$ cat src/rtl/cpu_dump_serializer_if.sv
// rtl/cpu_dump_serializer_if.sv - byte stream interface between the dump serializer and its sink
interface cpu_dump_serializer_if;
  logic [7:0] tx_data;
  logic       tx_valid;
  logic       tx_ready;

  modport master (output tx_data, output tx_valid, input tx_ready);
  modport slave  (input tx_data, input tx_valid, output tx_ready);
endinterface

$ cat src/rtl/cpu_dump_serializer.sv
// rtl/cpu_dump_serializer.sv - frames CPU r1..r3 snapshots into a byte stream, END_BYTE after halt
// Optional: DUMP_CHECKSUM_EN appends an XOR checksum byte to every dump frame.
module cpu_dump_serializer #(
  parameter logic [7:0] HDR_BYTE = 8'hA5,
  parameter logic [7:0] END_BYTE = 8'h5A,
  parameter int         DROP_W   = 8
) (
  input  logic                  clk,
  input  logic                  reset_n,
  input  logic                  dump_i,
  input  logic                  halt_i,
  input  logic [31:0]           r1_i,
  input  logic [31:0]           r2_i,
  input  logic [31:0]           r3_i,
  cpu_dump_serializer_if.master tx,
  output logic                  busy,
  output logic                  done,
  output logic [DROP_W-1:0]     drop_cnt
);

  typedef enum logic [1:0] {IDLE, SEND, TERM, DONE} state_t;

`ifdef DUMP_CHECKSUM_EN
  localparam logic [3:0] LAST_IDX = 4'd13;
`else
  localparam logic [3:0] LAST_IDX = 4'd12;
`endif

  state_t      state, state_next;
  logic        dump_q, halt_q;
  logic        pending, halt_seen;
  logic [95:0] sbuf, pend_buf;
  logic [3:0]  idx;
  logic [7:0]  tx_data_q;
  logic        tx_valid;
`ifdef DUMP_CHECKSUM_EN
  logic [7:0]  csum;
`endif

  wire dump_edge = dump_i & ~dump_q;
  wire halt_edge = halt_i & ~halt_q;
  wire halt_any  = halt_seen | halt_edge;
  wire xfer      = tx_valid & tx.tx_ready;
  wire frame_end = (state == SEND) && xfer && (idx == LAST_IDX);

  assign tx.tx_data  = tx_data_q;
  assign tx.tx_valid = tx_valid;

  always_ff @(posedge clk or negedge reset_n) begin
    if (!reset_n) state <= IDLE;
    else          state <= state_next;
  end

  always_comb begin
    state_next = state;
    case (state)
      IDLE: begin
        if (dump_edge)      state_next = SEND;
        else if (halt_edge) state_next = TERM;
      end
      // A dump arriving on the last byte restarts the frame directly, so no gap either way.
      SEND: begin
        if (frame_end && !pending && !dump_edge)
          state_next = halt_any ? TERM : IDLE;
      end
      TERM: begin
        if (xfer) state_next = DONE;
      end
      default: state_next = DONE;
    endcase
  end

  always_comb begin
    tx_valid = (state == SEND) || (state == TERM);
    done     = (state == DONE);
    busy     = tx_valid | pending;
  end

  always_ff @(posedge clk or negedge reset_n) begin
    if (!reset_n) begin
      dump_q    <= 1'b0;
      halt_q    <= 1'b0;
      pending   <= 1'b0;
      halt_seen <= 1'b0;
      sbuf      <= '0;
      pend_buf  <= '0;
      idx       <= '0;
      tx_data_q <= '0;
      drop_cnt  <= '0;
`ifdef DUMP_CHECKSUM_EN
      csum      <= '0;
`endif
    end else begin
      dump_q <= dump_i;
      halt_q <= halt_i;
      if (halt_edge && state != DONE) halt_seen <= 1'b1;

      case (state)
        IDLE: begin
          if (dump_edge) begin
            sbuf      <= {r1_i, r2_i, r3_i};
            tx_data_q <= HDR_BYTE;
            idx       <= '0;
`ifdef DUMP_CHECKSUM_EN
            csum      <= '0;
`endif
          end else if (halt_edge) begin
            tx_data_q <= END_BYTE;
          end
        end
        SEND: begin
          if (dump_edge) begin
            if (pending) begin
              if (drop_cnt != {DROP_W{1'b1}}) drop_cnt <= drop_cnt + 1'b1;
            end else if (!frame_end) begin
              pend_buf <= {r1_i, r2_i, r3_i};
              pending  <= 1'b1;
            end
          end
          if (xfer) begin
`ifdef DUMP_CHECKSUM_EN
            csum <= csum ^ tx_data_q;
`endif
            if (frame_end) begin
              if (pending || dump_edge) begin
                sbuf      <= pending ? pend_buf : {r1_i, r2_i, r3_i};
                pending   <= 1'b0;
                tx_data_q <= HDR_BYTE;
                idx       <= '0;
`ifdef DUMP_CHECKSUM_EN
                csum      <= '0;
`endif
              end else if (halt_any) begin
                tx_data_q <= END_BYTE;
              end
            end else begin
              idx <= idx + 4'd1;
`ifdef DUMP_CHECKSUM_EN
              // Byte 12 is r3[7:0]; fold it into the running XOR to form the trailer.
              if (idx == 4'd12) tx_data_q <= csum ^ tx_data_q;
              else              tx_data_q <= sbuf[95:88];
`else
              tx_data_q <= sbuf[95:88];
`endif
              sbuf <= {sbuf[87:0], 8'h00};
            end
          end
        end
        default: ;
      endcase
    end
  end

endmodule

$ cat src/flat_wrapper.sv
// flat-port wrapper written by rule: the top's interface ports become plain ports
module cpu_dump_serializer_flat 
#(
  parameter logic [7:0] HDR_BYTE = 8'hA5,
  parameter logic [7:0] END_BYTE = 8'h5A,
  parameter int         DROP_W   = 8
)
  (clk, reset_n, dump_i, halt_i, r1_i, r2_i, r3_i, busy, done, drop_cnt, tx_tx_data, tx_tx_valid, tx_tx_ready);
  cpu_dump_serializer_if tx_i ();
  input  logic clk;
  input  logic reset_n;
  input  logic dump_i;
  input  logic halt_i;
  input  logic [31:0] r1_i;
  input  logic [31:0] r2_i;
  input  logic [31:0] r3_i;
  output logic busy;
  output logic done;
  output logic [DROP_W-1:0] drop_cnt;
  output wire logic [$bits(tx_i.tx_data)-1:0] tx_tx_data;
  output wire logic [$bits(tx_i.tx_valid)-1:0] tx_tx_valid;
  input wire logic [$bits(tx_i.tx_ready)-1:0] tx_tx_ready;
  assign tx_tx_data = tx_i.tx_data;
  assign tx_tx_valid = tx_i.tx_valid;
  assign tx_i.tx_ready = tx_tx_ready;
  cpu_dump_serializer #(.HDR_BYTE(HDR_BYTE), .END_BYTE(END_BYTE), .DROP_W(DROP_W)) u_core (.clk(clk), .reset_n(reset_n), .dump_i(dump_i), .halt_i(halt_i), .r1_i(r1_i), .r2_i(r2_i), .r3_i(r3_i), .tx(tx_i), .busy(busy), .done(done), .drop_cnt(drop_cnt));
endmodule
$ cat config.mk
export PLATFORM = sky130hd
export DESIGN_NAME = cpu_dump_serializer_flat
export DESIGN_NICKNAME = d
export VERILOG_FILES = /design/src/rtl/cpu_dump_serializer_if.sv /design/src/rtl/cpu_dump_serializer.sv /design/src/flat_wrapper.sv
export SDC_FILE = /design/constraint.sdc
export NUM_CORES = 1
export LEC_CHECK = 0
export ABC_AREA = 1
export BUFFER_PORTS_ARGS = -buffer_cell sky130_fd_sc_hd__buf_2
export CAP_MARGIN = 20
export CORE_ASPECT_RATIO = 0.7
export CORE_MARGIN = 1.5
export CORE_UTILIZATION = 50
export DETAILED_ROUTE_END_ITERATION = 7
export HOLD_SLACK_MARGIN = 0.06
export PLACE_DENSITY = 0.79
export SLEW_MARGIN = 20
export SYNTH_ARGS = -nofsm -noshare
export SYNTH_HDL_FRONTEND = slang
export SYNTH_SLANG_ARGS = --single-unit
$ cat constraint.sdc
create_clock -name clk -period 2.9 [get_ports clk]
set_input_delay 0.58 -clock clk [delete_from_list [all_inputs] [get_ports clk]]
set_output_delay 0.58 -clock clk [all_outputs]
set_load 0.1 [all_outputs]
After elaboration in Yosys (flattened, before gate mapping)
Index checks and enable logic that the tools add are counted.
{"block": "totals", "mem_bits_rw": 0, "latch_bits": 0, "out_inout_bits": 19, "mem_count": 0, "reg_bits": 218, "rom_bits": 0}
{"block": "op_classes", "n_div": 0, "bitwise": 9, "n_mul": 0, "magnitude_cmp": 0, "muxes": 30, "shift": 0, "n_reduce_logical": 16, "n_eq_ne": 13, "add_sub_neg": 2}
{"operator": "96-bit two-way mux", "n": 5}
{"operator": "96-bit one-hot mux with 2 select lines", "n": 1}
{"operator": "8-bit two-way mux", "n": 6}
{"operator": "4-bit two-way mux", "n": 4}
{"operator": "8-bit one-hot mux with 2 select lines", "n": 1}
{"operator": "4-bit AND reduction", "n": 4}
{"operator": "2-bit two-way mux", "n": 5}
{"operator": "8-bit by 1-bit adder with 8-bit output, second input constant", "n": 1}
{"operator": "2-bit by 1-bit != test with 1-bit output, second input constant", "n": 4}
{"operator": "8-bit != test, second input constant", "n": 1}
{"operator": "4-bit one-hot mux with 2 select lines", "n": 1}
{"operator": "1-bit two-way mux", "n": 6}
{"operator": "2-bit one-hot mux with 3 select lines", "n": 1}
{"operator": "1-bit logical AND", "n": 5}
{"operator": "4-bit by 1-bit adder with 4-bit output, second input constant", "n": 1}
{"operator": "2-bit equality test, second input constant", "n": 2}
{"operator": "4-bit equality test, second input constant", "n": 1}
{"operator": "4-bit by 3-bit != test with 1-bit output, second input constant", "n": 1}
{"operator": "1-bit NOT", "n": 4}
{"operator": "1-bit bitwise AND", "n": 3}
{"operator": "3-bit by 1-bit != test with 1-bit output, second input constant", "n": 1}
{"operator": "3-bit != test, second input constant", "n": 1}
{"operator": "3-bit AND reduction", "n": 1}
{"operator": "2-bit by 1-bit equality test with 1-bit output, second input constant", "n": 1}
{"operator": "6 further kinds", "n": 9}

Logic depth before layout (Yosys ltp)
{"block": "depth", "ltp_word": 11, "depth_mapped": 13, "mapped_depth_nobuf": 11}

Worst setup path after synthesis
OpenSTA, ideal clock, no wires.
{"block": "synth_path", "path_kind": "reg2out", "from": "reg u_core.state[0]", "to": "out busy", "stages_incl_launch_ff": 4, "slack_ns": 0.447, "path_buffers": 0, "arrival_time_ns": 1.873, "required_time_ns": 2.320, "cell_sequence": "dfrtp_1 -> inv_1 -> ha_1 -> or2_2"}
{"block": "synth_between", "elab_chain_len": 3}
{"item": "from (decl)", "line_no": "cpu_dump_serializer.sv:29", "rtl": "state_t state, state_next;"}
{"item": "from (signal assigned)", "line_no": "cpu_dump_serializer.sv:51", "rtl": "else state <= state_next;"}
{"item": "2-bit by 1-bit equality test with 1-bit output or 2-bit equality test (tied branches)", "line_no": "cpu_dump_serializer.sv:74", "rtl": "tx_valid = (state == SEND) || (state == TERM);"}
{"item": "1-bit logical OR (*)", "line_no": "cpu_dump_serializer.sv:74"}
{"item": "via tx_tx_valid", "line_no": "flat_wrapper.sv:21", "rtl": "output wire logic [$bits(tx_i.tx_valid)-1:0] tx_tx_valid;"}
{"item": "1-bit bitwise OR (*)", "line_no": "cpu_dump_serializer.sv:76", "rtl": "busy = tx_valid | pending;"}
{"item": "to (decl)", "line_no": "flat_wrapper.sv:17", "rtl": "output logic busy;"}
Mark *: on every way through the listed nets, which the timed path passes. The rest lies on a longest branch.

Worst setup path in the final report
{"block": "layout_path", "from": "reg u_core.state[0]", "to": "out busy"}
{"block": "layout_between", "elab_chain_len": 3}
{"item": "2-bit by 1-bit equality test with 1-bit output or 2-bit equality test (tied branches)", "line_no": "cpu_dump_serializer.sv:74"}
{"item": "1-bit logical OR (*)", "line_no": "cpu_dump_serializer.sv:74"}
{"item": "1-bit bitwise OR (*)", "line_no": "cpu_dump_serializer.sv:76"}
Mark *: on every way between the ends. The rest lies on a longest branch, timed or not.

==> impl_metrics.env <==
export IMPL_power_share_combinational_pct=4.8
export IMPL_synthesis_nets=1832
export IMPL_grt_use_total_pct=25.47
export IMPL_drt_iter0_drc=1004
export IMPL_cts_setup_buffers=0
export IMPL_setup_viol=0
export IMPL_cts_sinks=218
export IMPL_hold_viol=0
export IMPL_clock_path_buffers=3
export IMPL_outcome="completed"
export IMPL_synth_top_cells_by_area="dfrtp_1 (46%), nand2_1 (23%), nand3_1 (8.4%), inv_1 (5.9%), o21ai_0 (5.1%)"
export IMPL_reg2regPathDepth=9
export IMPL_cts_tree="yes"
export IMPL_syn2layout_area_growth_pct=13.92
export IMPL_reg2reg_slack_ns=0.65
export IMPL_fin_skew_ns=0.01583
export IMPL_synth_top_area_share_pct=45.75
export IMPL_finalCritPeriodShare_pct=89.51
export IMPL_maxSlewHeadroom_pct=50.93
export IMPL_fin_ws_ns=0.3041
export IMPL_ys_warn_count=0
export IMPL_ys_types=27
export IMPL_post_cts_resized=0
export IMPL_grt_overflow_total=0
export IMPL_dp_final_hpwl_um=18920
export IMPL_start_util_pct=50.70
export IMPL_viasPerCell=5.174
export IMPL_slew_viol_final=0
export IMPL_insertion_delay_ns=0.52
export IMPL_final_antenna_net_count=0
export IMPL_fmax_mhz=385.2
export IMPL_die_h_um=132.2
export IMPL_rsz0062_at_grt="no"
export IMPL_peakVddDrop_mv=0.3780
export IMPL_vias=10984
export IMPL_die_area_um2=24800
export IMPL_finalPower_mw=6.557
export IMPL_synth_area_um2=11930
export IMPL_maxCapViolations=0
export IMPL_ioPinCount=120
export IMPL_p_leak_nw=7.541
export IMPL_hold_class="in2async"
export IMPL_seqPwrFrac_pct=46.5
export IMPL_grt_pass1_wl_um=52410
export IMPL_layout_common_cells="nand2_1 (714), dfrtp_1 (217), nand3_1 (200), inv_1 (188), o21ai_0 (121)"
export IMPL_tightest_slew_ns=0.7361
export IMPL_coreArea_um2=23520
export IMPL_root_buffer="clkbuf_16"
export IMPL_synth_area_leader_cell="dfrtp_1"
export IMPL_layout_drive_gt1_share_pct=13.74
export IMPL_powerDensity_nw_per_um2=482.6
export IMPL_clockPowerShare_pct=48.7
export IMPL_grt_max_degree=109
export IMPL_criticalPathCategory="reg2out"
export IMPL_crit_fanout=4
export IMPL_syn_avg_cell_area_um2=6.917
export IMPL_end_kind="primary output"
export IMPL_critPathLaunchType="flop"
export IMPL_nets=1897
export IMPL_htreeDepth=1
export IMPL_path_clk_slew_ns=0.06
export IMPL_final_cells=2123
export IMPL_power_internal_mw=5.096
export IMPL_finish_utilization_pct=57.76
export IMPL_dr_pass1_iters=6
export IMPL_synthCells=1724
export IMPL_post_drt_wl_per_cell_um=14.49
export IMPL_synth_seq_cells=218
export IMPL_die_w_um=187.6
export IMPL_antenna_found_initial=0
export IMPL_insertedDiodeCount=0
export IMPL_min_period_ns=2.596
export IMPL_holdBufCountCts=0
export IMPL_seq_area_frac_synth_pct=45.75
export IMPL_routed_wl_um=30760
export IMPL_grt_pass1_vias=10378
export IMPL_gp_congestion=0.8846
export IMPL_arrival_ns=2.02
export IMPL_dp_cells=2082
export IMPL_switchingPower_mw=1.461
export IMPL_pre_cts_slack_ns=0.6843
export IMPL_cts_made_buffers=23
export IMPL_p_sw_share_pct=22.28
export IMPL_drcViolationCount=0
export IMPL_final_common_cell="nand2_1"
export IMPL_port_buffers=119
export IMPL_fin_setup_tns_ns=0
export IMPL_row_count=47
export IMPL_cp_required_ns=2.32
metal layers:
layer,global-route usage [%],part of all wire (%)
met1,38.98,48
met4,5.733,1.5
met3,3.966,7.9
met2,37.96,43
met5,0,0
cell usage after synthesis:
master,number
nor2_2,2
nor2_1,84
o21ai_0,121
buf_1,8
buf_2,39
o21ai_4,1
nand3b_1,1
clkbuf_1,36
nor3_1,1
and2_1,1
buf_4,12
nand2_1,715
or2_2,52
buf_6,1
o21ai_1,5
nand3_2,1
clkbuf_2,8
inv_2,5
nand4_1,6
xor2_1,2
nand3_1,200
nand2_2,2
dfrtp_1,218
ha_1,7
nor2_4,2
inv_1,188
xnor2_1,6
metrics by stage:
stage / instance area, um^2 / hold slack, ns
2_1_floorplan: 11930 / 0.2844
3_3_place_gp: 12780 / 0.4409
3_5_place_dp: 12780 / 0.4527
4_1_cts: 13590 / 0.1093
5_1_grt: 13590 / 0.1533
6_report: 13590 / 0.1028
flip-flops by register name, indices dropped and copies added, names as in the netlist:
register,cells
u_core.pending,1
u_core.pend_buf,96
u_core.state,2
u_core.halt_seen,1
u_core.halt_q,1
u_core.dump_q,1
u_core.drop_cnt,8
u_core.sbuf,96
u_core.idx,4
u_core.tx.tx_data,8
critical path, stage by stage, from the launching register on:
cell     delay, ns
dfrtp_1       0.44
inv_1         0.10
ha_1          0.36
or2_2         0.30
buf_2         0.29
cell type report:
cell class	count	area (um^2)
clock buffers	33	663.1
clock inverters	8	143.9
flip-flops and latches	218	5456
fillers	2206	9937
repair buffers	144	930.9
inverters	193	724.4
multi-input cells	1209	5269
well taps	318	397.9
power by group through the flow:
stage	sequential (mW)	combinational [mW]	clock, mW
floorplan	3.13	0.107	0
global placement	3.10	0.318	0
detailed placement	3.10	0.319	0
CTS	3.05	0.322	3.23
global route	3.05	0.363	3.36
finish	3.05	0.318	3.19
path summary, 6_finish.rpt:
path	end	from
hold reg to reg	u_core.halt_seen$_DFFE_PN0P_	u_core.halt_seen$_DFFE_PN0P_
max in group asynchronous	u_core.sbuf[76]$_DFFE_PN0P_	reset_n
min in group clk	u_core.halt_q$_DFF_PN0_	halt_i
hold / removal	u_core.drop_cnt[4]$_DFFE_PN0P_	reset_n
setup reg to reg	u_core.tx.tx_data[5]$_DFFE_PN0P_	u_core.state[1]$_DFFE_PN0P_
setup / recovery	busy	u_core.state[0]$_DFFE_PN0P_
cell families (layout without fill, tap and decap cells):
kind of cell	count (synthesis)	count (layout)	synth area share, %
compound gates	127	127	5.424
xor+xnor	8	8	0.5876
fa+ha+maj	7	7	0.7344
buf+inv	297	378	10.28
flops	218	218	45.75
simple gates	1067	1067	37.23
Note: power is estimated with default switching activity, not from simulation.
